### src/rtl/line_matrix_v2.sv
// GPIO-programmed routing matrix: strobed writes fill a shadow map, a commit strobe
// swaps it into the active map that drives registered pass/invert/stretch outputs.
module line_matrix_v2 #(
  parameter int N_IN        = 8,
  parameter int N_OUT       = 9,
  parameter int ISEL_W      = 4,
  parameter int OSEL_W      = 4,
  parameter int STRETCH_LEN = 16
) (
  input  logic              sys_clk,
  input  logic              rstn,
  input  logic              clk_pin,
  input  logic              commit_pin,
  input  logic [ISEL_W-1:0] input_select,
  input  logic [OSEL_W-1:0] output_select,
  input  logic [1:0]        mode_select,
  input  logic [N_IN-1:0]   input_lines,
  output logic [N_OUT-1:0]  output_lines,
  output logic              sel_err,
  output logic [7:0]        wr_count
);

  localparam int ENT_W = ISEL_W + 3;
  localparam int IPAD  = 2 ** ISEL_W;
  localparam logic [7:0]      STRETCH_INIT = 8'(STRETCH_LEN);
  localparam logic [OSEL_W:0] OSEL_LIM     = (OSEL_W + 1)'(N_OUT);
  localparam logic [ISEL_W:0] ISEL_LIM     = (ISEL_W + 1)'(N_IN);
  localparam logic [1:0] MODE_PASS = 2'b00;
  localparam logic [1:0] MODE_INV  = 2'b01;
  localparam logic [1:0] MODE_STR  = 2'b10;

  // Strobe vectors: bit 0 is clk_pin, bit 1 is commit_pin.
  logic [1:0]        strb_s1_q, strb_s1_d, strb_s2_q, strb_s2_d, strb_prev_q, strb_prev_d;
  logic [N_IN-1:0]   in_s1_q, in_s1_d, in_s2_q, in_s2_d, in_prev_q, in_prev_d;
  logic [1:0]        warm_q, warm_d;
  logic [ENT_W-1:0]  shadow_q [N_OUT];
  logic [ENT_W-1:0]  shadow_d [N_OUT];
  logic [ENT_W-1:0]  active_q [N_OUT];
  logic [ENT_W-1:0]  active_d [N_OUT];
  logic [7:0]        cnt_q [N_OUT];
  logic [7:0]        cnt_d [N_OUT];
  logic [N_OUT-1:0]  out_q, out_d;
  logic              sel_err_q, sel_err_d;
  logic [7:0]        wr_count_q, wr_count_d;

  logic              armed, clk_rise, commit_rise, osel_ok, isel_ok;
  logic [1:0]        strb_rise;
  logic [IPAD-1:0]   in_pad, rise_pad;

  // Edge detection stays off until the history flop holds a post-reset sample,
  // so a line already high at reset release never looks like a fresh edge.
  always_comb begin
    strb_s1_d   = {commit_pin, clk_pin};
    strb_s2_d   = strb_s1_q;
    strb_prev_d = strb_s2_q;
    in_s1_d     = input_lines;
    in_s2_d     = in_s1_q;
    in_prev_d   = in_s2_q;
    armed       = (warm_q == 2'd3);
    warm_d      = armed ? 2'd3 : warm_q + 2'd1;
    strb_rise   = strb_s2_q & ~strb_prev_q & {2{armed}};
    clk_rise    = strb_rise[0];
    commit_rise = strb_rise[1];
    in_pad      = '0;
    rise_pad    = '0;
    in_pad[N_IN-1:0]   = in_s2_q;
    rise_pad[N_IN-1:0] = in_s2_q & ~in_prev_q & {N_IN{armed}};
  end

  // Write lands in the shadow first; commit copies shadow_d so a same-cycle
  // write is part of the committed map.
  always_comb begin
    osel_ok    = ({1'b0, output_select} < OSEL_LIM);
    isel_ok    = ({1'b0, input_select} < ISEL_LIM);
    sel_err_d  = sel_err_q | (clk_rise & (~osel_ok | ~isel_ok));
    wr_count_d = (clk_rise && osel_ok) ? wr_count_q + 8'd1 : wr_count_q;
    for (int o = 0; o < N_OUT; o++) begin
      shadow_d[o] = shadow_q[o];
      if (clk_rise && osel_ok && (output_select == o[OSEL_W-1:0]))
        shadow_d[o] = {isel_ok, mode_select, input_select};
      active_d[o] = commit_rise ? shadow_d[o] : active_q[o];
    end
  end

  logic [ENT_W-1:0]  ent;
  logic [ISEL_W-1:0] ent_sel;
  logic [1:0]        ent_mode;
  logic              ent_en;

  always_comb begin
    out_d    = '0;
    ent      = '0;
    ent_sel  = '0;
    ent_mode = '0;
    ent_en   = 1'b0;
    for (int o = 0; o < N_OUT; o++) begin
      ent      = active_q[o];
      ent_en   = ent[ENT_W-1];
      ent_mode = ent[ENT_W-2 -: 2];
      ent_sel  = ent[ISEL_W-1:0];
      cnt_d[o] = 8'd0;
      if (ent_en && (ent_mode == MODE_STR)) begin
        if (rise_pad[ent_sel])     cnt_d[o] = STRETCH_INIT;
        else if (cnt_q[o] != 8'd0) cnt_d[o] = cnt_q[o] - 8'd1;
      end
      // A remapped output must not inherit the old source's pulse.
      if (commit_rise && (active_d[o] != active_q[o])) cnt_d[o] = 8'd0;
      if (ent_en) begin
        case (ent_mode)
          MODE_PASS: out_d[o] = in_pad[ent_sel];
          MODE_INV:  out_d[o] = ~in_pad[ent_sel];
          MODE_STR:  out_d[o] = (cnt_q[o] != 8'd0);
          default:   out_d[o] = 1'b0;
        endcase
      end
    end
  end

  always_ff @(posedge sys_clk) begin
    if (!rstn) begin
      strb_s1_q   <= '0;
      strb_s2_q   <= '0;
      strb_prev_q <= '0;
      in_s1_q     <= '0;
      in_s2_q     <= '0;
      in_prev_q   <= '0;
      warm_q      <= '0;
      out_q       <= '0;
      sel_err_q   <= 1'b0;
      wr_count_q  <= '0;
      for (int o = 0; o < N_OUT; o++) begin
        shadow_q[o] <= '0;
        active_q[o] <= '0;
        cnt_q[o]    <= '0;
      end
    end else begin
      strb_s1_q   <= strb_s1_d;
      strb_s2_q   <= strb_s2_d;
      strb_prev_q <= strb_prev_d;
      in_s1_q     <= in_s1_d;
      in_s2_q     <= in_s2_d;
      in_prev_q   <= in_prev_d;
      warm_q      <= warm_d;
      out_q       <= out_d;
      sel_err_q   <= sel_err_d;
      wr_count_q  <= wr_count_d;
      for (int o = 0; o < N_OUT; o++) begin
        shadow_q[o] <= shadow_d[o];
        active_q[o] <= active_d[o];
        cnt_q[o]    <= cnt_d[o];
      end
    end
  end

  assign output_lines = out_q;
  assign sel_err      = sel_err_q;
  assign wr_count     = wr_count_q;

endmodule

### config.mk
export PLATFORM = sky130hd
export DESIGN_NAME = line_matrix_v2
export DESIGN_NICKNAME = d
export VERILOG_FILES = /design/src/rtl/line_matrix_v2.sv
export SDC_FILE = /design/constraint.sdc
export NUM_CORES = 1
export LEC_CHECK = 0
export ABC_CLOCK_PERIOD_IN_PS = 2950
export CORE_AREA = 2 2 152 154
export DETAILED_ROUTE_END_ITERATION = 6
export DIE_AREA = 0 0 154 156
export PLACE_DENSITY = 0.7
export SLEW_MARGIN = 10
export SYNTH_ARGS = -nofsm -noshare
export SYNTH_HDL_FRONTEND = slang
export SYNTH_SLANG_ARGS = --single-unit
### constraint.sdc
create_clock -name sys_clk -period 2.95 [get_ports sys_clk]
set_input_delay 0.59 -clock sys_clk [delete_from_list [all_inputs] [get_ports sys_clk]]
set_output_delay 0.59 -clock sys_clk [all_outputs]
set_load 0.02 [all_outputs]
* Word-level counts from Yosys, hierarchy flattened
Memories as Yosys holds them, arrays and structs flattened.
Cells that the tools add are included.
** Storage, ports and cells
- Register bits after elaboration :: 50
- Memories kept :: 3
- Output and inout bits :: 18
- Memory bits (writable) :: 198
- Word-level logic and storage cells :: 311
- Input port bits :: 22
** Memory list
- cnt_q :: depth 9, bits a word 8, read ports 9, clocked after memory_dff 0, write ports 9, line 40 : logic [7:0] cnt_q [N_OUT];
- active_q :: depth 9, bits a word 7, read ports 9, clocked after memory_dff 0, write ports 9, line 38 : logic [ENT_W-1:0] active_q [N_OUT];
- shadow_q :: depth 9, bits a word 7, read ports 9, clocked after memory_dff 0, write ports 9, line 36 : logic [ENT_W-1:0] shadow_q [N_OUT];
** Cells by class
- $lt $le $gt $ge :: 11
- Reductions and logical operators :: 56
- Bitwise operators :: 47
- Eq/ne operators :: 36
- Add/subtract/negate cells :: 11
- Muxes and demuxes :: 129
** Operators with widths (number)
- 8-bit 2-to-1 mux :: 45
- 7-bit 2-to-1 mux :: 36
- 1-bit binary-select mux with 4-bit select :: 18
- 8-bit nonzero test :: 9
- 8-bit by 1-bit subtractor with 8-bit output (second input constant) :: 9
- 7-bit != test :: 9
- 4-bit by 5-bit less-than comparator with 1-bit output (second input constant) :: 9
- 1-bit OR :: 29
- 1-bit logical AND :: 28
- 1-bit one-hot mux with 3 select lines :: 9
- 2-bit equality test (second input constant) :: 10
- 1-bit 2-to-1 mux :: 20
- 2-bit by 1-bit equality test with 1-bit output (second input constant) :: 9
- 2-bit logical NOT :: 9
- 2-bit AND reduction :: 9
- 8-bit bitwise AND :: 2
- 4-bit by 3-bit equality test with 1-bit output (second input constant) :: 4
- 1-bit NOT :: 11
- 8-bit by 1-bit adder with 8-bit output (second input constant) :: 1
- 4-bit by 2-bit equality test with 1-bit output (second input constant) :: 2
- 4-bit less-than comparator (second input constant) :: 2
- 8-bit NOT :: 1
- 2-bit bitwise AND :: 2
- 4-bit by 1-bit equality test with 1-bit output (second input constant) :: 1
- 6 further kinds :: 6

* Longest topological paths before layout
- Depth in word-level cells :: 11
- Mapped depth :: 8
- Depth with buffers taken out :: 7

* Worst setup path before layout
No wires, ideal clock.
- Path type :: input to register
- Start point :: input mode_select[0]
- End point :: memory cnt_q[5][2], in the netlist cnt_q[0][42]
- Setup time :: 0.092 ns
- Data required time :: 2.858 ns
- Stages on the path :: 7
- Data arrival time :: 2.293 ns
- Setup slack :: 0.565 ns
- Path buffers :: 1
- Cells stage by stage :: clkbuf_1 -> xnor2_1 -> o21ai_0 -> or4_4 -> a2111oi_4 -> a31oi_2 -> nor4_1
** RTL lines
- from (decl) :: line 16 : input logic [1:0] mode_select,
- to (decl) :: line 40

==> results.py <==
metrics = {
    "worst_setup_path": {
        "cp_slowest_stage_delay_ps": 590,
        "startpoint": "strb_prev_d[0]$_SDFF_PN0_",
        "cp.depth": 6,
        "rr_worst_depth": 6,
        "critPathRequiredTime_ps": 3370,
        "endpoint_kind": "register",
        "cp_top_family": "simple AND/OR/NAND/NOR gates",
        "crit_path_start_kind": "register",
        "worstPathCellList": "and4b_2 > nand3_1 > or4_4 > a2111oi_4 > a31oi_2 > nor4_1",
        "cp_max_fo": 13,
        "cpMaxStageDelayCell": "or4_4",
        "critPathBufInv": 0,
        "cp-endpoint": "cnt_q[0][47]$_SDFF_PP0_",
        "worstPathArrival_ps": 3100,
        "crit_type": "reg -> reg",
        "regToRegEndpoint": "cnt_q[0][47]$_SDFF_PP0_",
        "rr_startpoint": "strb_prev_d[0]$_SDFF_PN0_",
        "r2r_slack_ps": 270,
    },
    "clocking": {
        "worst_skew_pair.late_latency_ps": 520,
        "hold_buffers": 0,
        "post_cts_buffers": 0,
        "cts_buffers": 25,
        "clkTransAtPathRegs_ps": 60,
        "cts_tree": "yes",
        "clock_tree.root_cell": "clkbuf_16",
        "cts.path.max_buffers": 3,
        "cts_resized": 0,
        "h-tree-depth": 1,
        "clock-sinks": 248,
    },
    "logic_synthesis": {
        "syn-mean-instance-area_um2": 9.14,
        "synth_edf_count": 0,
        "ys_async_sr_fraction": 0,
        "synthDistinctLibCells": 71,
        "yosys_warnings": 0,
        "syn_area_um2": 12100,
        "seq_area_frac_synth": 0.411,
        "postSynthCellCount": 1321,
        "synth_nets": 1361,
        "synth_flop_cell": "dfxtp_1",
        "ys_ff_latch": 248,
    },
    "global_route": {
        "gr-total-overflow": 0,
        "grt_pass1_vias": 9462,
        "grt_pass1_wl_um": 48800,
        "antenna_found_initial": 1,
        "grt_use_total": 0.249,
        "grt_max_degree": 132,
    },
    "place": {
        "dp_hpwl_um": 20400,
        "placed_cells": 1661,
        "port_buffers": 39,
        "routabilityCongestion": 0.875,
    },
    "sta": {
        "worst_slew_pin_slew_ps": 851,
        "skew_ps": 7.75,
        "fin_crit_ps": 2680,
        "rsz0062_at_grt": "false",
        "post-route-period-util": 0.909,
        "slew_headroom": 0.424,
        "final-setup-viol-count": 0,
        "hold_viol_final": 0,
        "final_max_slew_viol_count": 0,
        "fmax_mhz": 373,
    },
    "detailed_routing": {
        "ant_nets": 0,
        "drt_iter0_markers": 479,
        "wl_per_cell_um": 17.6,
        "vias": 10000,
        "routed_wl_um": 30000,
        "drc": 0,
        "via_per_inst": 5.87,
        "dr.pass1.iters": 5,
    },
    "floorplan": {
        "row_count": 55,
        "dieArea_um2": 24000,
        "die_width_um": 154,
        "core_um2": 22400,
        "io_pins": 40,
        "initial_core_util": 0.540,
        "die_y_um": 156,
    },
    "cells_and_area": {
        "antenna_cells": 0,
        "drive_above_1_share": 0.147,
        "nNetsFinal": 1443,
        "final_cells": 1704,
        "fillCellCount": 1837,
        "area.sequential_um2": 4960,
        "area_growth_pct": 17.2,
        "multi_input_area_um2": 6540,
    },
    "status": {
        "status": "completed",
    },
    "power": {
        "irDropWorstVdd_mv": 0.355,
        "p_leak_uw": 0.00546,
        "cellPowerDensity_nw_per_um2": 493,
        "finalPower_uw": 6970,
    },
    "job": {
        "cap_violations": 0,
    },
    "min_path": {
        "hold_class": "in -> reg",
    },
}
kinds of logic (layout without fill, tap and decap cells):
kind of cell	Yosys count	count (layout)	synth area share
simple gates	523	523	0.224
mux	82	82	0.107
fa+ha+maj	18	18	0.0187
compound gates	192	192	0.110
buf+inv	145	243	0.0468
flops	248	248	0.411
xor+xnor	113	113	0.0820
sequential cells by signal (all words and copies together) (netlist names):
signal	flops
shadow_q	63
in_prev_q	8
active_q	63
strb_prev_d	2
in_prev_d	8
in_s1_q	8
strb_s1_q	2
warm_q	2
cnt_q	72
strb_prev_q	2
wr_count	8
sel_err	1
output_lines	9
layout by cell type, fill, tap and decap left out, types with 25 or more instances in the layout:
cell | netlist | routed
dfxtp_1 | 248 | 248
nor2_1 | 218 | 218
buf_4 | 0 | 102
xnor2_1 | 64 | 64
a211oi_1 | 63 | 63
nor3_1 | 56 | 56
inv_1 | 53 | 53
nor4_1 | 52 | 52
xor2_1 | 49 | 49
and2_1 | 40 | 40
a21oi_1 | 40 | 40
nand2_1 | 40 | 40
clkdlybuf4s50_1 | 0 | 38
mux2i_1 | 36 | 36
mux4_2 | 36 | 36
o21ai_0 | 32 | 32
clkbuf_16 | 0 | 25
worst register-to-register path: cells and delay by family (launching register included):
kind             cells  cell delay (ps)
flip-flops           1              430
AND/OR/NAND/NOR      4             1590
AO/OA/AOI/OAI        2              560
Yosys cell counts (all sizes together), types with 15 or more instances:
cell,number,area (um2)
dfxtp,248,4960
nor2,219,825
clkbuf,77,289
xnor2,64,561
a211oi,63,473
nor3,56,280
inv,53,199
nor4,52,325
xor2,49,429
a21oi,40,200
and2,40,250
nand2,40,150
mux2i,37,374
mux4,36,811
o21ai,32,160
ha,18,225
or3,18,113
nand4b,17,149
nand3,15,92.6
worst min path at each step:
stage                            start                          to  slack (ps)  cells past startpoint
6_report                          rstn  output_lines[0]$_SDFF_PN0_         420                      3
2_1_floorplan    in_s1_q[0]$_SDFF_PN0_     in_prev_d[0]$_SDFF_PN0_         410                      1
3_5_place_dp     in_s1_q[1]$_SDFF_PN0_     in_prev_d[1]$_SDFF_PN0_         420                      1
5_1_grt                           rstn  output_lines[0]$_SDFF_PN0_         430                      3
4_1_cts                           rstn  output_lines[0]$_SDFF_PN0_         410                      3
3_3_place_gp   strb_s1_q[0]$_SDFF_PN0_   strb_prev_d[0]$_SDFF_PN0_         420                      1
stage by stage:
step | setup slack, ps | hold WS, ps | cell area [um2] | util | setup TNS, ps
2_1_floorplan | 565 | 412 | 12100 | - | 0
3_3_place_gp | -76.0 | 417 | 13300 | 0.596 | -821
3_5_place_dp | -161 | 417 | 13300 | 0.596 | -2330
4_1_cts | 294 | 411 | 14100 | 0.633 | 0
5_1_grt | 147 | 429 | 14100 | 0.633 | 0
6_report | 268 | 424 | 14100 | 0.633 | 0
layout make-up:
type / instances / share of cell area
clock inverters: 6 / 0.00743
clock buffers: 37 / 0.0509
multi-input cells: 928 / 0.463
well taps: 285 / 0.0252
repair buffers: 146 / 0.0884
flip-flops and latches: 248 / 0.351
inverters: 54 / 0.0145
layer usage:
| metal | vias up | share of wire | track usage |
|---|---|---|---|
| met5 | - | 0 | 0 |
| met4 | 0 | 0.032 | 0.0748 |
| met1 | 4736 | 0.43 | 0.327 |
| met2 | 334 | 0.47 | 0.427 |
| li1 | 4858 | - | - |
| met3 | 80 | 0.067 | 0.0367 |
power breakdown:
group | switching [uW] | leakage, uW | internal, uW
Sequential | 28.9 | 0.00200 | 3380
Combinational | 197 | 0.00305 | 149
Clock | 1280 | 0.000406 | 1940
Total | 1510 | 0.00546 | 5470
No activity file was read; power rests on OpenSTA's default activity.
